**src/rtl/apb_pkg.sv**
```systemverilog
// Shared APB definitions: requester state encoding, default bus widths and
// the parking-lift register map used by the lift controller and benches.
package apb_pkg;

  typedef enum logic [1:0] {
    IDLE    = 2'd0,
    SETUP   = 2'd1,
    ACCESS  = 2'd2,
    CAPTURE = 2'd3
  } apb_state_t;

  localparam int APB_ADDRESSWIDTH = 4;
  localparam int APB_DATAWIDTH    = 16;

  localparam logic [3:0] COMMAND_TX  = 4'd1;
  localparam logic [3:0] TRANSMIT_TX = 4'd2;
  localparam logic [3:0] ID_TX       = 4'd3;
  localparam logic [3:0] DATA_TX     = 4'd4;
  localparam logic [3:0] RECEIVE_RX  = 4'd5;
  localparam logic [3:0] ID_RX       = 4'd6;
  localparam logic [3:0] DATA_RX     = 4'd7;
  localparam logic [3:0] STATUS      = 4'd8;

endpackage

```
**src/rtl/apb_master.sv**
```systemverilog
// APB3 requester: turns one valid/ready command into a SETUP/ACCESS transfer
// and returns one response, aborting with an error if PREADY never arrives.
module apb_master
  import apb_pkg::*;
#(
  parameter int ADDRESSWIDTH   = APB_ADDRESSWIDTH,
  parameter int DATAWIDTH      = APB_DATAWIDTH,
  parameter int RDATA_LATE     = 1,
  parameter int TIMEOUT_CYCLES = 16
) (
  input  logic                    PCLK,
  input  logic                    PRESETn,
  input  logic                    cmd_valid_i,
  output logic                    cmd_ready_o,
  input  logic                    cmd_write_i,
  input  logic [ADDRESSWIDTH-1:0] cmd_addr_i,
  input  logic [DATAWIDTH-1:0]    cmd_wdata_i,
  output logic                    rsp_valid_o,
  output logic [DATAWIDTH-1:0]    rsp_rdata_o,
  output logic                    rsp_err_o,
  output logic [ADDRESSWIDTH-1:0] PADDR_o,
  output logic [DATAWIDTH-1:0]    PWDATA_o,
  output logic                    PWRITE_o,
  output logic                    PSELx_o,
  output logic                    PENABLE_o,
  input  logic [DATAWIDTH-1:0]    PRDATA_i,
  input  logic                    PREADY_i
);

  localparam int TW = $clog2(TIMEOUT_CYCLES + 1);

  apb_state_t    state;
  logic [TW-1:0] tcnt;

  always_ff @(posedge PCLK or negedge PRESETn) begin
    if (!PRESETn) begin
      state       <= IDLE;
      tcnt        <= '0;
      cmd_ready_o <= 1'b1;
      rsp_valid_o <= 1'b0;
      rsp_rdata_o <= '0;
      rsp_err_o   <= 1'b0;
      PADDR_o     <= '0;
      PWDATA_o    <= '0;
      PWRITE_o    <= 1'b0;
      PSELx_o     <= 1'b0;
      PENABLE_o   <= 1'b0;
    end else begin
      rsp_valid_o <= 1'b0;
      case (state)
        IDLE: begin
          if (cmd_valid_i) begin
            PADDR_o     <= cmd_addr_i;
            PWDATA_o    <= cmd_wdata_i;
            PWRITE_o    <= cmd_write_i;
            PSELx_o     <= 1'b1;
            cmd_ready_o <= 1'b0;
            tcnt        <= '0;
            state       <= SETUP;
          end
        end
        SETUP: begin
          PENABLE_o <= 1'b1;
          state     <= ACCESS;
        end
        ACCESS: begin
          if (PREADY_i) begin
            PSELx_o   <= 1'b0;
            PENABLE_o <= 1'b0;
            if (PWRITE_o || (RDATA_LATE == 0)) begin
              state       <= IDLE;
              cmd_ready_o <= 1'b1;
              rsp_valid_o <= 1'b1;
              rsp_err_o   <= 1'b0;
              rsp_rdata_o <= PWRITE_o ? '0 : PRDATA_i;
            end else begin
              // Registered-read completer: data only appears one edge later.
              state <= CAPTURE;
            end
          end else begin
            tcnt <= tcnt + 1'b1;
            if (tcnt == TW'(TIMEOUT_CYCLES - 1)) begin
              PSELx_o     <= 1'b0;
              PENABLE_o   <= 1'b0;
              state       <= IDLE;
              cmd_ready_o <= 1'b1;
              rsp_valid_o <= 1'b1;
              rsp_err_o   <= 1'b1;
              rsp_rdata_o <= '0;
            end
          end
        end
        CAPTURE: begin
          state       <= IDLE;
          cmd_ready_o <= 1'b1;
          rsp_valid_o <= 1'b1;
          rsp_err_o   <= 1'b0;
          rsp_rdata_o <= PRDATA_i;
        end
        default: begin
          state       <= IDLE;
          cmd_ready_o <= 1'b1;
          PSELx_o     <= 1'b0;
          PENABLE_o   <= 1'b0;
        end
      endcase
    end
  end

endmodule

```
**config.mk**
```make
export PLATFORM = sky130hd
export DESIGN_NAME = apb_master
export DESIGN_NICKNAME = d
export VERILOG_FILES = /design/src/rtl/apb_pkg.sv /design/src/rtl/apb_master.sv
export SDC_FILE = /design/constraint.sdc
export NUM_CORES = 1
export LEC_CHECK = 0
export ABC_AREA = 0
export BUFFER_PORTS_ARGS = -buffer_cell sky130_fd_sc_hd__buf_2
export CAP_MARGIN = 20
export CORE_MARGIN = 2
export CORE_UTILIZATION = 47
export DETAILED_ROUTE_END_ITERATION = 16
export PLACE_DENSITY = 0.77
export SYNTH_ARGS = -nofsm -noshare
export SYNTH_HDL_FRONTEND = slang
export SYNTH_SLANG_ARGS = --single-unit
```
**constraint.sdc**
```tcl
create_clock -name PCLK -period 2.5 [get_ports PCLK]
set_input_delay 0.375 -clock PCLK [delete_from_list [all_inputs] [get_ports PCLK]]
set_output_delay 0.375 -clock PCLK [all_outputs]
set_load 0.01 [all_outputs]
```
==> out/qor.yml, run 1 <==
cells_and_area:
  insertedDiodeCount: 0
  nNetsFinal: 271
  drive_gt1_frac: 0.588
  nFillCells: 336
  area_growth_pct: 26.3
placement:
  portBuffers: 82
  routabilityCongestion: 0.853
  hpwl_um: 2910
power_and_ir_drop:
  max-vdd-ir-drop_mv: 0.634
  power.total_mw: 3.03
  p_per_area_nw_per_um2: 1200
  leakagePower_nw: 1.27
synth:
  ys_async_sr_fraction: 1.00
  syn-num-nets: 187
  ys.flop_type: "dfrtp_1"
  synth.yosys.seq_area_share: 0.616
  synth.most_common_cell: "dfrtp_1"
  netlist.area_leader.share: 0.603
  synthTopCellsByArea: "dfrtp_1 60%, mux2_2 11%, a22o_2 8.0%"
  syn_inst: 144
  synth_cell_types: 34
  synth_edf_count: 0
  synth-seq-cells: 49
  yosys_warnings: 0
  avgSynthCellArea_um2: 13.8
  synth_area_um2: 1990
  synth_commonest_cells: "48 x dfrtp_1, 20 x mux2_2, 16 x a22o_2, 11 x o21ai_0, 6 x nand2_1"
  synth_top_area_cell: "dfrtp_1"
global_route:
  grt_pass1_vias: 1465
  grt_start_max_net_pins: 28
  track_usage: 0.175
  grt_pass1_wl_um: 6730
  antenna_found_initial: 0
  gr-total-overflow: 0
sta:
  timing.fmax_mhz: 494
  setup_violations: 0
  finalMaxSlewViolations: 0
  finalCriticalPeriod_ns: 2.03
  slew_headroom: 0.613
  clock_skew_ns: 0.00343
  fin_tns_setup_ns: 0
  rsz0062_at_grt: "false"
  worst_pin_slew_ns: 0.581
  finalCritPeriodShare: 0.810
  hold_viol: 0
floorplan:
  start_util: 0.494
  row_count: 23
  chipHeight_um: 69.1
  io_pins: 83
  core-area_um2: 4030
  die_x_um: 69.1
  dieArea_um2: 4770
clock_tree:
  cts_root_buffer: "clkbuf_8"
  cts_tree: "yes"
  htreeDepth: 2
  cts_setup_buffers: 0
  clk_pin_slew_ns: 0.08
  cts_buffer_depth: 2
  cts_made_buffers: 5
  cts_resized: 0
  clkLatencyLatePin_ns: 0.30
  cts_sinks: 49
  hold_buffers: 0
run_status:
  status: "finished, final reports clean"
route:
  ant_nets: 0
  dr.pass1.iters: 4
  num_vias: 1445
  drt-total-wl_um: 3970
  drc: 0
  avgViaCountPerCell: 5.20
  drt-initial-drc-count: 64
  drt-wirelength-per-cell_um: 14.3
critical_path:
  worstSetupPathType: "reg2reg"
  critPathCaptureType: "flop"
  start_kind: "flop"
  rr_worst_depth: 6
  cp_common_cell: "ha_1"
  slowest_stage: "dfrtp_1"
  cp_cell_sequence: "ha_1, and3_1, ha_1, mux2_4, o21ai_4, a22o_2"
  reg2reg_to: "rsp_rdata_o[1]"
  required_ns: 2.74
  r2r_setup_slack_ns: 0.47
  slowest_delay_ns: 0.42
  reg2reg_from: "tcnt[0]"
  critPathArrivalTime_ns: 2.26
  critical_path.max_fanout: 18
hold_path:
  hold_path.class: "in2async"
run:
  cap_viol_max_count: 0
-- where the power goes --
part	switching [mW]	internal, mW	total, mW	leakage [nW]
Sequential	0.237	1.14	1.38	0.604
Clock	0.245	0.219	0.464	0.0433
Combinational	0.561	0.622	1.18	0.622
-- routing by layer --
metal / up-vias / track usage / routed length (µm) / share of wire
met5: - / 0 / 0 / 0
met2: 63 / 0.266 / 1810 / 0.46
met4: 0 / 0.0654 / 57 / 0.014
met3: 6 / 0.0541 / 307 / 0.077
met1: 691 / 0.238 / 1790 / 0.45
li1: 685 / - / - / -
-- sequential cells by signal (all words and copies together), names as in the netlist --
| signal | count |
|---|---|
| PADDR_o | 4 |
| PWRITE_o | 1 |
| PSELx_o | 1 |
| cmd_ready_o | 1 |
| PWDATA_o | 16 |
| state | 2 |
| tcnt | 5 |
| rsp_err_o | 1 |
| rsp_valid_o | 1 |
| rsp_rdata_o | 16 |
| PENABLE_o | 1 |
-- metrics by stage --
stage	util	setup WS [ns]	std cells	hold WS, ns	cell area (µm²)
floorplan	-	0.693	144	0.0794	1990
global placement	0.602	0.559	271	0.410	2420
detailed placement	0.602	0.475	271	0.410	2420
CTS	0.624	0.455	278	0.0794	2510
global route	0.624	0.389	278	0.112	2510
finish	0.624	0.475	278	0.0622	2510
-- logic make-up after synthesis --
family / Yosys count / synth area share
fa+ha+maj: 2 / 0.0126
mux: 23 / 0.131
flops: 49 / 0.616
compound gates: 37 / 0.146
buf+inv: 11 / 0.0370
simple gates: 22 / 0.0565
-- worst max-delay path: cells and delay by family, from the launching register on --
family                   cells  cell delay [ns]
adder cells (fa/ha/maj)      2             0.43
AND/OR/NAND/NOR              1             0.18
multiplexers                 1             0.30
flip-flops                   1             0.42
AO/OA/AOI/OAI                2             0.64
-- cells in the final DEF, fill, tap and decap left out, drive strengths merged, types with 2 or more instances in the layout --
master / n
a21oi: 4
a22o: 18
buf: 85
clkbuf: 6
dfrtp: 48
ha: 2
inv: 3
mux2: 22
nand2: 6
nor2: 6
o21ai: 12
-- layout make-up --
type / count / area (µm²) / share of cell area
clock buffers: 6 / 82.6 / 0.0328
clock inverters: 1 / 7.51 / 0.00299
inverters: 3 / 11.3 / 0.00448
multi-input cells: 84 / 691 / 0.275
flip-flops and latches: 49 / 1230 / 0.488
well taps: 50 / 62.6 / 0.0249
repair buffers: 85 / 433 / 0.172
-- worst max-delay path by stage --
stage	startpoint	end	slack [ns]
2_1_floorplan	tcnt[0]	rsp_rdata_o[10]	0.69
3_5_place_dp	tcnt[0]	rsp_rdata_o[4]	0.48
5_1_grt	tcnt[0]	rsp_rdata_o[4]	0.39
4_1_cts	tcnt[0]	rsp_rdata_o[4]	0.46
3_3_place_gp	tcnt[0]	rsp_rdata_o[11]	0.56
6_report	tcnt[0]	rsp_rdata_o[1]	0.47
Note: power is estimated with default switching activity, not from simulation.
==> inputs of run 2 (changes only) <==
--- a/config.mk
+++ b/config.mk
@@ -5,7 +5,7 @@
 export SDC_FILE = /design/constraint.sdc
 export NUM_CORES = 1
 export LEC_CHECK = 0
-export ABC_AREA = 0
+export ABC_AREA = 1
 export BUFFER_PORTS_ARGS = -buffer_cell sky130_fd_sc_hd__buf_2
 export CAP_MARGIN = 20
 export CORE_MARGIN = 2
==> constraint.sdc (replaced) <==
create_clock -name PCLK -period 2 [get_ports PCLK]
set_input_delay 0.3 -clock PCLK [delete_from_list [all_inputs] [get_ports PCLK]]
set_output_delay 0.3 -clock PCLK [all_outputs]
set_load 0.01 [all_outputs]
==> run 2 against run 1 <==
  * Final cell count up 32%
  * Die area up 0.23%
  * Clock-buffer cell count shrank 1
  * Non-clock buffer count is the same
  * Combinational power is 30% higher
  * Design area increased by 3.5%
  * Clock power rose by 76%
  * Core utilization is 1.7 points higher
  * Sequential power up 22%
  * First-iteration DRC count increased by 11%
  * Critical path type unchanged
  * Largest cell class unchanged
==> out/qor.yml, run 2 <==
run_status:
  status: "finished, final reports clean"
placement:
  post-place-ws_ns: 0.388  # -0.0876 ns
  portBuffers: 82  # unchanged
  hpwl_um: 2990  # +3.0%
  routabilityCongestion: 0.811  # -4.9%
  placed_area_um2: 2470  # +1.8%
  numPlacedInstances: 359  # +32%
power_and_ir_drop:
  p_per_area_nw_per_um2: 1550  # +29%
  power.total_mw: 4.04  # +33%
  seq_power_share: 0.419  # -0.037
  combPwrFrac: 0.379  # -0.012
  p_int_mw: 2.54  # +28%
  leakagePower_nw: 1.54  # +21%
  swShare: 0.371  # +0.0267
  clockPowerShare: 0.202  # +0.049
  p_sw_mw: 1.50  # +44%
  max-vdd-ir-drop_mv: 1.06  # +67%
route:
  dr.pass1.iters: 4  # unchanged
  drc: 0  # unchanged
  num_vias: 1689  # +17%
  drt-total-wl_um: 4200  # +5.8%
  ant_nets: 0  # unchanged
  drt-wirelength-per-cell_um: 11.4  # -20%
  avgViaCountPerCell: 4.60  # -11%
  drt-initial-drc-count: 71  # +11%
synth:
  synth.most_common_cell: "nand2_1"
  synth_edf_count: 0  # unchanged
  ys.flop_type: "dfrtp_1"
  yosys_warnings: 0  # unchanged
  ys_async_sr_fraction: 1.00  # unchanged
  avgSynthCellArea_um2: 8.68  # -37%
  synthTopCellsByArea: "dfrtp_1 60%, nand2_1 24%, nor2_1 2.3%"
  synth_top_area_cell: "dfrtp_1"
  synth-seq-cells: 49  # unchanged
  syn-num-nets: 273  # +46%
  netlist.area_leader.share: 0.602  # -0.00151
  synth_area_um2: 2000  # +0.25%
  synth_cell_types: 19  # -44%
  synth_commonest_cells: "128 x nand2_1, 48 x dfrtp_1, 12 x nor2_1, 11 x inv_1, 8 x o21ai_0"
  syn_inst: 230  # +60%
  synth.yosys.seq_area_share: 0.615  # -0.00154
global_route:
  grt_pass1_vias: 1729  # +18%
  grt_start_max_net_pins: 50  # +79%
  gr-total-overflow: 0  # unchanged
  track_usage: 0.191  # +0.0154
  antenna_found_initial: 0  # unchanged
  grt_pass1_wl_um: 7420  # +10%
clock_tree:
  cts_resized: 0  # unchanged
  cts_made_buffers: 5  # unchanged
  clk_pin_slew_ns: 0.09  # about the same
  cts_tree: "yes"
  cts_sinks: 49  # unchanged
  cts_buffer_depth: 2  # unchanged
  clkLatencyLatePin_ns: 0.30  # about the same
  cts_setup_buffers: 0  # unchanged
  cts_root_buffer: "clkbuf_8"
  htreeDepth: 2  # unchanged
  hold_buffers: 0  # unchanged
sta:
  worst_pin_slew_ns: 0.620  # +0.0389 ns
  finalCritPeriodShare: 0.815  # +0.00452
  clock_skew_ns: 0.00472  # +0.00129 ns
  slew_headroom: 0.587  # -0.0259
  hold_viol: 0  # unchanged
  finalCriticalPeriod_ns: 1.63  # -0.396 ns
  setup_ws_ns: 0.371  # -0.104 ns
  fin_tns_setup_ns: 0  # unchanged
  finalMaxSlewViolations: 0  # unchanged
  setup_violations: 0  # unchanged
  timing.fmax_mhz: 614  # +24%
  rsz0062_at_grt: "false"
floorplan:
  io_pins: 83  # unchanged
  dieArea_um2: 4790  # +0.23%
  row_count: 23  # unchanged
  core-area_um2: 4060  # +0.71%
  die_x_um: 69.2  # +0.12%
  chipHeight_um: 69.2  # +0.12%
  start_util: 0.492  # -0.00227
cells_and_area:
  area_growth_pct: 30.3
  nFillCells: 355  # +5.7%
  layout_commonest_cell: "nand2_1"
  layout_common_cells: "128 x nand2_1, 82 x buf_2, 48 x dfrtp_1, 12 x nor2_1, 11 x inv_1"
  final_area_um2: 2600  # +3.5%
  drive_gt1_frac: 0.328  # -0.260
  insertedDiodeCount: 0  # unchanged
  final_cells: 367  # +32%
  nNetsFinal: 359  # +32%
  reg.largest.list: "PWDATA_o: 16 flops, rsp_rdata_o: 16 flops, tcnt: 5 flops"
critical_path:
  required_ns: 2.24  # -0.50 ns
  reg2reg_from: "tcnt[0]"
  critPathCaptureType: "flop"
  rr_worst_depth: 9  # +3
  r2r_setup_slack_ns: 0.37  # -0.10 ns
  cp_cell_sequence: "ha_1, nand2_1, nor2_1, ha_1, nor2_1, a21oi_2, nand2_4, nand2_1, nand2_1"
  worstSetupPathType: "reg2reg"
  reg2reg_to: "rsp_rdata_o[2]"
  slowest_delay_ns: 0.41  # about the same
  slowest_stage: "dfrtp_1"
  cp_common_cell: "nand2_1"
  worst-path-buf-inv: 0  # unchanged
  start_kind: "flop"
  critPathArrivalTime_ns: 1.87  # -0.39 ns
  critical_path.max_fanout: 19  # +1
  cpLargestDelayFamily: "simple AND/OR/NAND/NOR gates"
run:
  cap_viol_max_count: 0  # unchanged
hold_path:
  hold_path.class: "in2async"
run 2: changes by cell type after synthesis, sizes merged, moves of 3 or more:
cell   change
nand2    +126
mux2      -22
a22o      -18
inv       +10
nor2       +8
o21ai      -4
nand3      +3
run 2: worst max path at each step:
stage,from,endpoint,slack [ns],cells past startpoint
final,tcnt[0],rsp_rdata_o[2],0.37,9
after global routing,tcnt[0],rsp_rdata_o[2],0.26,9
after CTS,tcnt[0],rsp_rdata_o[2],0.35,9
after detailed placement,tcnt[0],rsp_rdata_o[1],0.39,9
after global placement,tcnt[0],rsp_rdata_o[13],0.44,9
after floorplan,tcnt[0],rsp_rdata_o[10],0.49,10
run 2: metal layers:
metal	GRT usage	vias up	routed length, µm
met4	0.0719	0	45
met1	0.216	778	1720
met3	0.0407	5	213
met2	0.350	43	2220
li1	-	863	-
met5	0	-	0
run 2: stage by stage:
stage | hold WS (ns) | util
2_1_floorplan | 0.00441 | -
3_3_place_gp | 0.432 | 0.608
3_5_place_dp | 0.438 | 0.608
4_1_cts | 0.109 | 0.641
5_1_grt | 0.135 | 0.641
6_report | 0.0801 | 0.641
run 2: logic make-up (layout without fill, tap and decap cells):
kind of cell             Yosys count  count (layout)  synth area share
AO/OA/AOI/OAI                     11              11            0.0307
adder cells (fa/ha/maj)            2               2            0.0125
buffers and inverters             19             106            0.0426
flip-flops                        49              49             0.615
AND/OR/NAND/NOR                  149             149             0.299
run 2: power by group through the flow:
stage,Sequential [mW],Combinational [mW],Clock [mW]
after global routing,1.76,1.75,0.883
after global placement,1.69,1.51,0
after CTS,1.69,1.57,0.836
final,1.69,1.53,0.816
after detailed placement,1.69,1.57,0
after floorplan,1.89,0.725,0
run 2: area by class of cell:
type | instances | area, µm² | area share
sequential | 49 | 1230 | 0.472
multi-input combinational | 162 | 684 | 0.263
clock buffer | 5 | 68.8 | 0.0264
clock inverter | 3 | 65.1 | 0.0250
inverter | 13 | 48.8 | 0.0187
tap | 50 | 62.6 | 0.0240
timing repair buffer | 85 | 445 | 0.171
==> inputs of run 3 (changes only) <==
==> constraint.sdc (replaced) <==
create_clock -name PCLK -period 1.55 [get_ports PCLK]
set_input_delay 0.2325 -clock PCLK [delete_from_list [all_inputs] [get_ports PCLK]]
set_output_delay 0.2325 -clock PCLK [all_outputs]
set_load 0.01 [all_outputs]
==> run 3 against run 2 <==
  * The flow now finishes with violations (negative setup slack)
  * Non-clock buffer count increased by 8
  * Sequential power increased by 30%
  * Sequential cell count unchanged
  * Register-to-register slack got worse by 0.42 ns
  * Sequential share of layout area decreased by 1.7 points
  * Routed wire length increased by 4.2%
  * Combinational power increased by 41%
  * Critical path depth increased by 1
  * Clock-buffer cell count increased by 1
  * Clock skew increased by 0.0049 ns
  * Critical endpoint is now rsp_rdata_o[0]
  * Largest power group unchanged
==> out/qor.yml, run 3 (same netlist as run 2, synthesis figures left out) <==
global_route:
  grt_pass1_wl_um: 7560  # +1.9%
  grt_start_max_net_pins: 23  # -54%
  gr-total-overflow: 0  # unchanged
  antenna_found_initial: 0  # unchanged
  grt_pass1_vias: 1680  # -2.8%
  track_usage: 0.197  # +0.00629
power_and_ir_drop:
  p_int_mw: 3.21  # +27%
  seq_power_share: 0.419  # about the same
  leakagePower_nw: 1.58  # +2.5%
  swShare: 0.385  # +0.0140
  max-vdd-ir-drop_mv: 1.06  # -0.14%
  clockPowerShare: 0.167  # -0.035
  p_per_area_nw_per_um2: 1940  # +25%
  power.total_mw: 5.23  # +30%
  combPwrFrac: 0.413  # +0.034
  p_sw_mw: 2.02  # +34%
route:
  avgViaCountPerCell: 4.56  # -0.90%
  drt-wirelength-per-cell_um: 11.6  # +1.2%
  drt-initial-drc-count: 97  # +37%
  drc: 0  # unchanged
  ant_nets: 0  # unchanged
  dr.pass1.iters: 6  # +2
  drt-total-wl_um: 4380  # +4.2%
  num_vias: 1724  # +2.1%
cells_and_area:
  reg.largest.list: "PWDATA_o: 16 flops, rsp_rdata_o: 16 flops, tcnt: 5 flops"
  layout_commonest_cell: "nand2_1"
  fin_util: 0.666  # +0.0244
  insertedDiodeCount: 0  # unchanged
  layout_common_cells: "120 x nand2_1, 82 x buf_2, 48 x dfrtp_1, 11 x inv_1, 11 x nand2_2"
  area_growth_pct: 35.3
  drive_gt1_frac: 0.381  # +0.0530
  nNetsFinal: 370  # +3.1%
clock_tree:
  cts_root_buffer: "clkbuf_8"
  clk_pin_slew_ns: 0.09  # about the same
  cts_tree: "yes"
  cts_buffer_depth: 2  # unchanged
  clkLatencyLatePin_ns: 0.30  # about the same
  cts_sinks: 49  # unchanged
  htreeDepth: 2  # unchanged
  cts_made_buffers: 5  # unchanged
sta:
  finalMaxSlewViolations: 0  # unchanged
  fin_tns_setup_ns: -0.579  # -0.579 ns
  hold_ws_ns: 0.128  # +0.0479 ns
  clock_skew_ns: 0.00963  # +0.00491 ns
  finalCritPeriodShare: 1.03  # +0.218
  hold_viol: 0  # unchanged
  setup_ws_ns: -0.0502  # -0.421 ns
  worst_pin_slew_ns: 0.450  # -0.170 ns
  timing.fmax_mhz: 625  # +1.8%
  finalCriticalPeriod_ns: 1.60  # -0.0292 ns
  setup_violations: 17  # +17
  rsz0062_at_grt: "true"
  slew_headroom: 0.700  # +0.113
critical_path:
  r2r_setup_slack_ns: -0.05  # -0.42 ns
  critPathArrivalTime_ns: 1.79  # -0.08 ns
  critPathCaptureType: "flop"
  required_ns: 1.74  # -0.50 ns
  critical_path.max_fanout: 5  # -14
  worstSetupPathType: "reg2reg"
  crit_path_end: "rsp_rdata_o[0]"
  reg2reg_to: "rsp_rdata_o[0]"
  start_kind: "flop"
  reg2reg_from: "tcnt[1]"
  rr_worst_depth: 10  # +1
  cp-startpoint: "tcnt[1]"
floorplan:
  io_pins: 83  # unchanged
  start_util: 0.492  # unchanged
  die_x_um: 69.2  # unchanged
  chipHeight_um: 69.2  # unchanged
  dieArea_um2: 4790  # unchanged
  row_count: 23  # unchanged
  core-area_um2: 4060  # unchanged
hold_path:
  hold_depth: 3
  hold_path.class: "in2reg"
placement:
  post-place-ws_ns: -0.00632  # -0.394 ns
  routabilityCongestion: 0.809  # -0.23%
  hpwl_um: 3120  # +4.1%
  portBuffers: 82  # unchanged
run_status:
  violations: "negative setup slack"
  status: "complete, but fails checks"
run:
  cap_viol_max_count: 0  # unchanged
-- run 3: cell types whose count changed in the layout (fill, tap and decap cells not counted), sizes merged --
cell,change
dlygate4sd3,+1
nand2,+3
clkbuf,+1
bufinv,-1
buf,+7
-- run 3: cell type report --
type | instances | area, µm²
fill | 347 | 1360
inverter | 13 | 48.8
timing repair buffer | 93 | 512
clock inverter | 2 | 35.0
sequential | 49 | 1230
multi-input combinational | 165 | 743
clock buffer | 6 | 72.6
tap | 50 | 62.6
-- run 3: worst max-delay path, cell delays in order, from the launching register on --
cell     delay [ns]
dfrtp_1        0.37
ha_2           0.19
nand2_2        0.06
nor2_2         0.10
ha_2           0.20
nor2_2         0.05
a21oi_2        0.14
buf_6          0.16
nand2_4        0.08
nand2_2        0.07
nand2_1        0.05
-- run 3: metal layers --
metal / track usage / wire length (µm) / vias to the layer above
li1: - / - / 890
met4: 0.0632 / 50 / 0
met2: 0.332 / 2210 / 50
met5: 0 / 0 / -
met3: 0.0538 / 217 / 4
met1: 0.247 / 1900 / 780
-- run 3: how the worst min path moves through the flow --
stage,start,to
after global routing,cmd_wdata_i[15],PWDATA_o[15]
after detailed placement,PRESETn,PWDATA_o[0]
after floorplan,PRESETn,PADDR_o[0]
final,cmd_wdata_i[12],PWDATA_o[12]
after CTS,cmd_wdata_i[12],PWDATA_o[12]
after global placement,PRESETn,PWDATA_o[2]
-- run 3: power groups by stage --
stage                     Sequential [mW]  Combinational (mW)  Clock, mW
after floorplan                      2.44               0.935          0
after global placement               2.18                1.98          0
after detailed placement             2.18                2.05          0
after CTS                            2.17                2.15      0.895
after global routing                 2.27                2.44      0.946
final                                2.19                2.16      0.874
-- run 3: stage by stage --
| stage | cells | instance area, µm² |
|---|---|---|
| 6_report | 378 | 2700 |
| 2_1_floorplan | 230 | 2000 |
| 3_5_place_dp | 364 | 2510 |
| 5_1_grt | 378 | 2700 |
| 3_3_place_gp | 364 | 2510 |
| 4_1_cts | 378 | 2670 |
-- run 3: what timing repair did --
item	CTS	global route
endpoints found under the hold margin	12	0
pin swaps	3	6
gates resized for setup	5	12
hold buffers	1	0
buffers inserted	2	0
gates cloned	3	0
setup endpoints to repair	17	22
